$ cat config.mk
export PLATFORM = sky130hd
export DESIGN_NAME = uart_tx_fifo_drain
export DESIGN_NICKNAME = d
export VERILOG_FILES = /design/src/rtl/uart_tx_fifo_drain.sv
export SDC_FILE = /design/constraint.sdc
export NUM_CORES = 1
export LEC_CHECK = 0
export ABC_AREA = 1
export CAP_MARGIN = 20
export CORE_MARGIN = 4
export CORE_UTILIZATION = 56
export CTS_BUF_LIST = sky130_fd_sc_hd__clkbuf_4
export DETAILED_ROUTE_END_ITERATION = 8
export PLACE_DENSITY = 0.88
export RECOVER_POWER = 25
export SLEW_MARGIN = 10
export SYNTH_ARGS = -nofsm -noshare
export SYNTH_HDL_FRONTEND = slang
export SYNTH_SLANG_ARGS = --single-unit
$ cat constraint.sdc
create_clock -name clk -period 2.9 [get_ports clk]
set_input_delay 0.435 -clock clk [delete_from_list [all_inputs] [get_ports clk]]
set_output_delay 0.435 -clock clk [all_outputs]
set_load 0.005 [all_outputs]
$ cat src/rtl/uart_tx_fifo_drain.sv
// FIFO read-side UART transmitter: pops one word per frame and shifts it out
// as start / data (LSB first) / optional parity / stop bits.
module uart_tx_fifo_drain #(
    parameter int WIDTH     = 8,
    parameter int CLK_DIV   = 16,
    parameter int PARITY    = 0,
    parameter int STOP_BITS = 1
) (
    input  logic             clk,
    input  logic             rst,
    input  logic             enable,
    input  logic             fifo_empty,
    input  logic [WIDTH-1:0] fifo_data,
    output logic             fifo_rd_en,
    output logic             tx,
    output logic             busy,
    output logic             frame_done
);

    localparam int BCW = (CLK_DIV > 2) ? $clog2(CLK_DIV) : 1;
    localparam int NCW = $clog2(WIDTH + 2);

    if (CLK_DIV < 2 || PARITY < 0 || PARITY > 2 || (STOP_BITS != 1 && STOP_BITS != 2)) begin : g_bad_param
        $error("uart_tx_fifo_drain: illegal CLK_DIV, PARITY or STOP_BITS");
    end

    typedef enum logic [2:0] {S_IDLE, S_START, S_DATA, S_PAR, S_STOP} state_t;

    state_t           r_state;
    logic [BCW-1:0]   r_baud;
    logic [NCW-1:0]   r_bit;
    logic [WIDTH-1:0] r_shift;
    logic             r_par;
    logic             r_tx;
    logic             r_busy;
    logic             r_frame_done;

    logic             w_bit_end;
    logic             w_last_stop;
    logic             w_pop;
    logic [WIDTH-1:0] w_shift_nxt;

    assign w_bit_end   = (r_baud == BCW'(CLK_DIV - 1));
    assign w_last_stop = (r_state == S_STOP) && w_bit_end && (r_bit == NCW'(STOP_BITS - 1));
    // Held low during reset so the FIFO never loses a word to an ignored edge.
    assign w_pop       = ((r_state == S_IDLE) || w_last_stop) && enable && !fifo_empty && !rst;
    assign w_shift_nxt = r_shift >> 1;

    assign fifo_rd_en = w_pop;
    assign tx         = r_tx;
    assign busy       = r_busy;
    assign frame_done = r_frame_done;

    always_ff @(posedge clk or posedge rst) begin
        if (rst) begin
            r_state      <= S_IDLE;
            r_baud       <= '0;
            r_bit        <= '0;
            r_shift      <= '0;
            r_par        <= 1'b0;
            r_tx         <= 1'b1;
            r_busy       <= 1'b0;
            r_frame_done <= 1'b0;
        end else begin
            // Pulse lands on the final stop cycle, so it is armed one cycle early.
            r_frame_done <= (r_state == S_STOP) && (r_baud == BCW'(CLK_DIV - 2)) &&
                            (r_bit == NCW'(STOP_BITS - 1));
            if (w_pop) begin
                r_state <= S_START;
                r_baud  <= '0;
                r_bit   <= '0;
                r_shift <= fifo_data;
                r_par   <= (PARITY == 2) ? ~(^fifo_data) : (^fifo_data);
                r_tx    <= 1'b0;
                r_busy  <= 1'b1;
            end else if (r_state == S_IDLE) begin
                r_tx   <= 1'b1;
                r_busy <= 1'b0;
            end else begin
                r_baud <= w_bit_end ? '0 : r_baud + BCW'(1);
                if (w_bit_end) begin
                    case (r_state)
                        S_START: begin
                            r_state <= S_DATA;
                            r_bit   <= '0;
                            r_tx    <= r_shift[0];
                        end
                        S_DATA: begin
                            r_shift <= w_shift_nxt;
                            if (r_bit == NCW'(WIDTH - 1)) begin
                                r_bit <= '0;
                                if (PARITY != 0) begin
                                    r_state <= S_PAR;
                                    r_tx    <= r_par;
                                end else begin
                                    r_state <= S_STOP;
                                    r_tx    <= 1'b1;
                                end
                            end else begin
                                r_bit <= r_bit + NCW'(1);
                                r_tx  <= w_shift_nxt[0];
                            end
                        end
                        S_PAR: begin
                            r_state <= S_STOP;
                            r_bit   <= '0;
                            r_tx    <= 1'b1;
                        end
                        S_STOP: begin
                            if (r_bit == NCW'(STOP_BITS - 1)) begin
                                r_state <= S_IDLE;
                                r_bit   <= '0;
                                r_tx    <= 1'b1;
                                r_busy  <= 1'b0;
                            end else begin
                                r_bit <= r_bit + NCW'(1);
                            end
                        end
                        default: begin
                            r_state <= S_IDLE;
                            r_tx    <= 1'b1;
                            r_busy  <= 1'b0;
                        end
                    endcase
                end
            end
        end
    end

endmodule

== After elaboration in Yosys (flattened, before gate mapping) ==
Cells that the tools add are included.

* Add/sub/neg operators: 2
* Eq/ne operators: 12
* Multiplexer cells: 30
* Reductions and logical operators: 23

{| class="wikitable"
|+ Operator list
! cell !! number
|-
| 4-bit 2-to-1 mux || 8
|-
| 8-bit 2-to-1 mux || 4
|-
| 3-bit 2-to-1 mux || 5
|-
| 3-bit case mux with 4 select lines || 1
|-
| 4-bit case mux with 3 select lines || 1
|-
| 1-bit 2-to-1 mux || 9
|-
| 3-bit AND reduction || 3
|-
| 4-bit by 1-bit adder with 4-bit output, second input constant || 2
|-
| 4-bit == test, second input constant || 2
|-
| 1-bit logical AND || 7
|-
| 3-bit by 2-bit == test with 1-bit output, second input constant || 2
|-
| 4-bit by 3-bit == test with 1-bit output, second input constant || 1
|-
| 4-bit logical NOT || 1
|-
| 4-bit by 2-bit != test with 1-bit output, second input constant || 1
|-
| 4-bit AND reduction || 1
|-
| 2-bit nonzero test || 2
|-
| 4-bit nonzero test || 1
|-
| 3-bit by 1-bit == test with 1-bit output, second input constant || 1
|-
| 3-bit == test, second input constant || 1
|-
| 3-bit logical NOT || 1
|-
| 3-bit by 1-bit != test with 1-bit output, second input constant || 1
|-
| 3-bit by 2-bit != test with 1-bit output, second input constant || 1
|-
| 3-bit != test, second input constant || 1
|-
| 1-bit case mux with 3 select lines || 1
|-
| other kinds (8) || 9
|}

* Flip-flop bits (word level): 22
* Output and inout port bits: 4
* Logic and storage cells: 74

== Longest topological paths before layout ==
* Word-level depth: 9
* Gate-level depth with buffers: 13
* Gate-level depth less buffers: 12

== Least setup slack after synthesis ==
No wires, ideal clock.

* Path kind: register to output
* Start point: register r_bit[0]
* End point: output port fifo_rd_en
* Arrival: 1.167 ns
* Data required time: 2.465 ns
* Slack: 1.298 ns
* Cell stages (with the launch flop): 10
* Buffers on the path: 1
* Path through: dfrtp_1 > inv_1 > ha_1 > nand2_1 > inv_1 > nand2_1 > nand2_2 > nand2_4 > inv_4 > buf_8

* Word-level cells in the longest chain between the ends: 6

{| class="wikitable"
|+ RTL lines
! what !! line !! RTL
|-
| start: declaration || 31 || <nowiki>logic [NCW-1:0] r_bit;</nowiki>
|-
| start signal: assignment || 100 || <nowiki>r_bit <= r_bit + NCW'(1);</nowiki>
|-
| start signal: assignment || 116 || <nowiki>r_bit <= r_bit + NCW'(1);</nowiki>
|-
| 4-bit logical NOT || 44 || <nowiki>assign w_last_stop = (r_state == S_STOP) && w_bit_end && (r_bit == NCW'(STOP_BITS - 1));</nowiki>
|-
| 1-bit logical AND || 44 ||
|-
| 1-bit logical OR || 46 || <nowiki>assign w_pop = ((r_state == S_IDLE) || w_last_stop) && enable && !fifo_empty && !rst;</nowiki>
|-
| 1-bit logical AND (3 in series) || 46 ||
|-
| end: declaration || 14 || <nowiki>output logic fifo_rd_en,</nowiki>
|}

Every way passes these cells.

== Worst setup path in the final report ==
* Start point: input port rst
* End point: output port fifo_rd_en

* Word-level cells in the longest chain between the ends: 2

{| class="wikitable"
|+ RTL lines
! what !! line !! RTL
|-
| start: declaration || 10 || <nowiki>input logic rst,</nowiki>
|-
| 1-bit logical NOT (no source line) || - ||
|-
| 1-bit logical AND || 46 ||
|}

Every way passes these cells.

==> impl_metrics.yaml <==
finish:
  syn_to_final_growth_pct: 14.3
  drive_above_1_share: 0.0758
  seq_area_um2: 552
  antenna_cells: 0
  stdcell_area_um2: 1510
  multiInputGateArea_um2: 673
  fillers: 192
  finalNetCount: 215
die:
  num_rows: 17
  die_h_um: 56.5
  start_util: 0.590
  io_pins: 16
  die_area_um2: 3190
  die_w_um: 56.5
  coreArea_um2: 2230
min_path:
  min-delay-path-class: "reg2reg"
  worstHoldPathCells: 2
global_routing:
  grt_pass1_wl_mm: 5.14
  grt_max_degree: 23
  grt_overflow: 0
  groute.usage.overall: 0.202
  antenna_found_initial: 0
  first_global_vias: 1233
synthesis:
  synthFlopType: "dfrtp_1"
  synth_area_um2: 1320
  syn_area_per_cell_um2: 7.28
  synthTopCellsByArea: "dfrtp_1 (40%), nand2_1 (23%), nand3_1 (5.7%)"
  netlist_top_cells_count: "nand2_1 (82), dfrtp_1 (21), inv_1 (16), nand3_1 (15), nor2_1 (12)"
  ys_types: 25
  netlist_instances: 181
  yosysMostFrequentCell: "nand2_1"
  synth-seq-cells: 22
  syn-num-nets: 197
  synth.yosys.seq_area_share: 0.419
  synth_top_area_share: 0.399
  yosys_warnings: 0
  async_flop_share: 1.00
  synth-edff-count: 0
  synth_area_leader_cell: "dfrtp_1"
clock_network:
  clkLatencyLatePin_ps: 310
  path_clk_slew_ps: 120
  htreeDepth: 1
  post_cts_buffers: 0
  numCtsBuffers: 3
  hold_buffers: 0
  cts-root-buf: "clkbuf_4"
  clk_path_buf_depth: 2
  clock-sinks: 22
  cts_resized: 0
  cts_tree: "built"
power:
  peakVddDrop_v: 0.000555
  p_per_area_nw_per_um2: 960
  leakage_nw: 0.803
  total_power_mw: 1.45
timing:
  hold_ws_ps: 482
  fmax_mhz: 380
  drv_slew: 0
  worstMarginPinSlew_ps: 835
  clock_skew_ps: 2.78
  fin_crit_ps: 2630
  slew_headroom: 0.443
  rsz0062_at_grt: "no"
  hold_violations: 0
  final.setup.tns_ps: 0
  setup_viol: 0
  finalCritPeriodShare: 0.909
setup_path:
  critPathCaptureType: "output port"
  crit_arrival_ps: 2200
  cp.required_ps: 2470
  worstSetupPathType: "in2out"
  reg2reg_depth: 10
  cp_max_fo: 14
  start_kind: "input pin"
place:
  place_area_um2: 1480
  gp_congestion: 0.946
  port_buffers: 15
  dp_hpwl_mm: 2.17
outcome:
  outcome: "finished clean"
route:
  totalWireLength_mm: 2.76
  ant_nets: 0
  firstDrtPassIters: 4
  drt-wirelength-per-cell_um: 12.2
  vias: 1208
  drc: 0
  avgViaCountPerCell: 5.35
  drt_iter0_drc: 39
run:
  maxCapViolCount: 0
## final cells by class
| type | count | share of cell area |
|---|---|---|
| inverters | 18 | 0.0465 |
| well taps | 28 | 0.0233 |
| repair buffers | 15 | 0.0997 |
| clock inverters | 1 | 0.00249 |
| clock buffers | 3 | 0.0150 |
| multi-input cells | 139 | 0.447 |
| flip-flops and latches | 22 | 0.366 |
## logic make-up after synthesis
group                    count (synthesis)  synth area share
AND/OR/NAND/NOR                        117             0.375
flip-flops                              22             0.419
buffers and inverters                   20            0.0703
AO/OA/AOI/OAI                           15            0.0779
adder cells (fa/ha/maj)                  4            0.0380
XOR/XNOR                                 3            0.0199
## through the flow
| stage | utilization | worst slack [ps] | cells |
|---|---|---|---|
| floorplan | - | 1300 | 181 |
| global placement | 0.663 | 471 | 222 |
| detailed placement | 0.663 | 395 | 222 |
| CTS | 0.675 | 274 | 226 |
| global route | 0.675 | 120 | 226 |
| finish | 0.675 | 265 | 226 |
## power breakdown
group | leakage, nW | internal (mW) | switching [mW]
logic | 0.507 | 0.281 | 0.446
registers | 0.280 | 0.442 | 0.132
clock network | 0.0154 | 0.0503 | 0.0953
total | 0.803 | 0.773 | 0.673
## critical path, stage by stage
cell and delay (ps):
dlygate4sd3_1 550, nor2_1 100, nand2_1 140, inv_1 160, nand2_4 140, inv_4 160
clkdlybuf4s50_1 520
## path summary, 6_finish.rpt
kind,from,end,slack [ps]
max in group asynchronous,rst,r_bit[3]$_DFFE_PP0P_,1650
min reg2reg,tx$_DFFE_PP1P_,tx$_DFFE_PP1P_,480
max reg2reg,r_baud[1]$_DFFE_PP0P_,r_shift[6]$_DFFE_PP0P_,1120
min,tx$_DFFE_PP1P_,tx$_DFFE_PP1P_,480
max,rst,fifo_rd_en,270
min in group asynchronous,rst,frame_done$_DFF_PP0_,740
## metal layers
layer,vias up,routed length [µm],track usage
li1,605,-,-
met1,559,1120,0.224
met2,38,1410,0.366
met3,6,158,0.0345
met4,0,63,0.0949
met5,-,0,0
## cell usage in the layout, fill, tap and decap left out, types with 2 or more instances in the layout
master           count
nand3_1             15
inv_1               16
clkdlybuf4s50_1     14
ha_1                 4
xor2_1               3
nand2_2              2
nor2_1              12
dfrtp_1             21
nand3_2              2
o21ai_0              8
o21ai_1              2
nand2_1             82
clkbuf_4             3
## registers in the layout (all words and copies together) (netlist names)
register	flops
tx	1
r_bit	4
r_shift	8
frame_done	1
r_baud	4
busy	1
r_state	3
Note: power is estimated with default switching activity, not from simulation.
==> edit 1, RTL diff (same settings) <==
`PARITY`: 0 -> 1.
--- a/src/rtl/uart_tx_fifo_drain.sv
+++ b/src/rtl/uart_tx_fifo_drain.sv
@@ -3,7 +3,7 @@
 module uart_tx_fifo_drain #(
     parameter int WIDTH     = 8,
     parameter int CLK_DIV   = 16,
-    parameter int PARITY    = 0,
+    parameter int PARITY    = 1,
     parameter int STOP_BITS = 1
 ) (
     input  logic             clk,
Function: same outputs for any inputs over 10 cycles, from zero or initial values and one cycle with rst high; that may be too few to reach the edited logic, so the function may still have changed.
==> edit 1 against the original RTL <==
- final area rose by 10%
- area after synthesis rose by 11%
- clock power grew 5%
- worst hold slack gained 0.0097 ns
- combinational power fell by 3.2%
- worst setup slack improved by 0.039 ns
- sequential cell count up 1
- routed wire length is 4.8% higher
- core utilization is 0.53 points lower
- total power shrank 1.2%
- register-to-register slack got worse by 0.05 ns
==> edit 1: results (changes against the original RTL) <==
[status]
outcome = finished, final reports clean  ; unchanged

[critical_path]
cpPeakStageDelay_ns = 0.51  ; was 0.55 ns
slowest_stage = clkdlybuf4s50_1  ; was dlygate4sd3_1
crit_fanout = 16  ; was 14

[synth]
ys_types = 24  ; was 25
synthXorXnorAreaFrac = 0.0658  ; was 0.0199
synthCells = 199  ; was 181
synth.net_count = 215  ; was 197
synth_compound_area_frac = 0.0649  ; was 0.0779
synth_commonest_cells = nand2_1, dfrtp_1, inv_1, nand3_1, nor2_1  ; was nand2_1, dfrtp_1, inv_1
synth_area_leaders = dfrtp_1, nand2_1, nand3_1  ; unchanged
yosys.area_share.adder = 0.0342  ; was 0.0380
synth-seq-area-share = 0.394  ; was 0.419

[routing]
num_vias = 1263  ; was 1208
wl_mm = 2.89  ; was 2.76 mm

[grt]
grt_usage = 0.187  ; was 0.202
grt_pass1_wl_mm = 5.11  ; was 5.14 mm
grt_max_degree = 24  ; was 23

[placed_design]
hpwl_mm = 2.25  ; was 2.17 mm
place_inst = 242  ; was 222

[cells_and_area]
finalNonFillerCells = 246  ; was 226
drive_above_1_share = 0.0648  ; was 0.0758
final_net_count = 233  ; was 215

[pwr]
p_leak_nw = 0.859  ; was 0.803 nW
p_switching_mw = 0.640  ; was 0.673 mW
ir_drop_mv = 0.544  ; was 0.555 mV

[timing]
worst_pin_slew_ns = 0.842  ; was 0.835 ns
clock_skew_ns = 0.00148  ; was 0.00278 ns

[clock_network]
clk_latency_ns = 0.29  ; was 0.31 ns

-- edit 1: changes by cell type after synthesis, moves of 2 or more --
cell     change
o21ai_1      -2
xor2_1       +3
nand2_1      +4
inv_1        +2
xnor2_1      +5
nand3_2      -2
nor2_1       +2
nand3_1      +3
a21oi_1      +2
-- edit 1: cell type report --
cell class / instances / area [um2]
multi-input cells: 155 / 787
clock buffers: 4 / 30.0
fillers: 225 / 820
flip-flops and latches: 23 / 577
inverters: 19 / 76.3
well taps: 30 / 37.5
repair buffers: 15 / 150
-- edit 1: layer usage --
metal | GRT usage | vias to the layer above | part of all wire
li1 | - | 657 | -
met1 | 0.246 | 580 | 0.47
met2 | 0.319 | 22 | 0.48
met3 | 0.0261 | 4 | 0.039
met4 | 0.0583 | 0 | 0.014
met5 | 0 | - | 0
-- edit 1: stage by stage --
| step | utilization | worst slack [ns] | cell area (um2) | power, mW |
|---|---|---|---|---|
| 6_report | 0.669 | 0.304 | 1660 | 1.43 |
| 5_1_grt | 0.669 | 0.144 | 1660 | 1.57 |
| 4_1_cts | 0.669 | 0.292 | 1660 | 1.44 |
| 3_5_place_dp | 0.657 | 0.440 | 1630 | 1.28 |
| 2_1_floorplan | - | 1.26 | 1470 | 1.10 |
| 3_3_place_gp | 0.657 | 0.458 | 1630 | 1.25 |
-- edit 1: path summary, 6_finish.rpt --
path / startpoint / endpoint / slack, ns / cells past startpoint
min: r_shift[7] / r_shift[7] / 0.49 / 2
min in group asynchronous: rst / r_baud[3] / 0.76 / 2
max in group asynchronous: rst / r_shift[1] / 1.63 / 2
max: r_baud[1] / fifo_rd_en / 0.30 / 8
min reg2reg: r_shift[7] / r_shift[7] / 0.49 / 2
max reg2reg: r_bit[0] / r_bit[2] / 1.07 / 11
==> edit 2, RTL diff (same flow settings) <==
Made on the original files. Encoding of `state_t`: now one-hot (5 bits for 5 states).
--- a/src/rtl/uart_tx_fifo_drain.sv
+++ b/src/rtl/uart_tx_fifo_drain.sv
@@ -24,7 +24,7 @@
         $error("uart_tx_fifo_drain: illegal CLK_DIV, PARITY or STOP_BITS");
     end
 
-    typedef enum logic [2:0] {S_IDLE, S_START, S_DATA, S_PAR, S_STOP} state_t;
+    typedef enum logic [4:0] {S_IDLE = 5'b00001, S_START = 5'b00010, S_DATA = 5'b00100, S_PAR = 5'b01000, S_STOP = 5'b10000} state_t;
 
     state_t           r_state;
     logic [BCW-1:0]   r_baud;
Check against the original RTL: no difference found for any inputs over 10 cycles, from zero or initial values and one cycle with rst high; not proved beyond that.
==> edit 2 against the original RTL <==
- worst setup slack got worse by 0.037 ns
- area after synthesis rose by 11%
- via count rose by 3.5%
- clock power rose by 7%
- sequential share of layout area fell by 1.6 points
- sequential cell count rose by 1
- core utilization fell by 0.78 points
- routed wire length rose by 3.2%
- final area rose by 9.6%
- total power rose by 1.5%
- largest cell class unchanged
==> edit 2: results (changes against the original RTL) <==
[status]
outcome = finished, final reports clean  ; unchanged

[clock_network]
clk_latency_ns = 0.30
cts_buffers = 3  ; unchanged
clockRootBuffer = clkbuf_4  ; unchanged

[grt]
gr-usage-met1 = 0.257  ; was 0.224
grt_pass1_wl_mm = 5.38  ; was 5.14 mm
grt_use_met3 = 0.0327  ; was 0.0345
grt_max_degree = 24  ; was 23
use_met2 = 0.326  ; was 0.366
grt_usage = 0.198  ; was 0.202
first_global_vias = 1227  ; was 1233

[critical_path]
crit_start = r_bit[0]  ; was rst
crit_fanout = 15  ; was 14
slowest_stage = clkdlybuf4s50_1  ; was dlygate4sd3_1
cp_top_family = buffers and inverters  ; unchanged
cp.arrival_ns = 2.24  ; was 2.20 ns
cpPeakStageDelay_ns = 0.51  ; was 0.55 ns

[synth]
synth-seq-area-share = 0.396  ; was 0.419
synthXorXnorAreaFrac = 0.0120  ; was 0.0199
synth_commonest_cells = nand2_1, dfrtp_1, nor2_1  ; was nand2_1, dfrtp_1, inv_1
synth_area_leaders = dfrtp_1, nand2_1, nand3_1  ; unchanged
ys_types = 24  ; was 25
synth_compound_area_frac = 0.0488  ; was 0.0779
synth.net_count = 212  ; was 197
yosys.area_share.adder = 0.0342  ; was 0.0380

[routing]
drt-pass1-iter-count = 5  ; was 4
wl_mm = 2.84  ; was 2.76 mm
via_per_inst = 5.14  ; was 5.35
drt_iter0_markers = 54  ; was 39

[placed_design]
gp_congestion = 0.886  ; was 0.946
hpwl_mm = 2.23  ; was 2.17 mm

[hold_path]
min_from = r_shift[5]  ; was tx

[timing]
slew_headroom = 0.426  ; was 0.443
clock_skew_ns = 0.00241  ; was 0.00278 ns

[pwr]
p_leak_nw = 0.875  ; was 0.803 nW
ir_drop_mv = 0.606  ; was 0.555 mV

[cells_and_area]
final_net_count = 230  ; was 215
drive_above_1_share = 0.141  ; was 0.0758

==> edit 2: cell types whose count changed after synthesis, sizes merged, moves of 2 or more <==
cell and delta:
nand4 +3, nand2 +12, nor2 +3, o21ai -2, nor3b +2, inv -3
==> edit 2: final timing paths <==
| check | end | slack [ns] | cells after the start |
|---|---|---|---|
| worst min-delay path | r_shift[5] | 0.50 | 2 |
| min in group asynchronous | busy | 0.78 | 2 |
| max in group asynchronous | r_bit[0] | 1.54 | 2 |
| worst max register to register | r_shift[2] | 1.12 | 11 |
| worst min register to register | r_shift[5] | 0.50 | 2 |
| worst max-delay path | fifo_rd_en | 0.23 | 9 |
==> edit 2: routing by layer <==
layer  wire length [um]  share of wire
met2               1360           0.48
met4                 57          0.020
met3                103          0.036
met5                  0              0
met1               1320           0.46
==> edit 2: layout make-up <==
class	instances	area, um2
fillers	214	826
multi-input cells	155	790
flip-flops and latches	23	579
repair buffers	15	150
inverters	16	65.1
well taps	30	37.5
clock buffers	4	30.0
==> edit 2: cells by family after synthesis <==
group | after synthesis
fa+ha+maj | 4
buf+inv | 18
flops | 23
compound gates | 12
simple gates | 137
xor+xnor | 2
==> edit 2: where the power goes <==
part	switching [mW]	leakage, nW	total [mW]	internal, mW
registers	0.126	0.286	0.589	0.463
logic	0.442	0.570	0.722	0.281
clock network	0.0931	0.0184	0.156	0.0629
==> edit 2: timing repair <==
action / 4_1_cts / 5_1_grt
hold endpoints to repair: 0 / 0
endpoints found under the setup margin: 0 / 1
resized for setup: 0 / 2
==> edit 2: worst reg2reg max path, delay by kind of cell, from the launching register on <==
family | cells | cell delay (ns)
compound gates | 1 | 0.16
buf+inv | 2 | 0.21
fa+ha+maj | 1 | 0.17
flops | 1 | 0.46
simple gates | 7 | 0.70
==> edit 2: through the flow <==
step | area, um2 | cells | total power [mW] | worst slack [ns] | utilization
detailed placement | 1620 | 239 | 1.31 | 0.370 | 0.653
global placement | 1620 | 239 | 1.29 | 0.406 | 0.653
global route | 1650 | 243 | 1.64 | 0.0207 | 0.667
finish | 1650 | 243 | 1.47 | 0.228 | 0.667
CTS | 1650 | 243 | 1.48 | 0.112 | 0.665
floorplan | 1460 | 196 | 1.13 | 1.14 | -
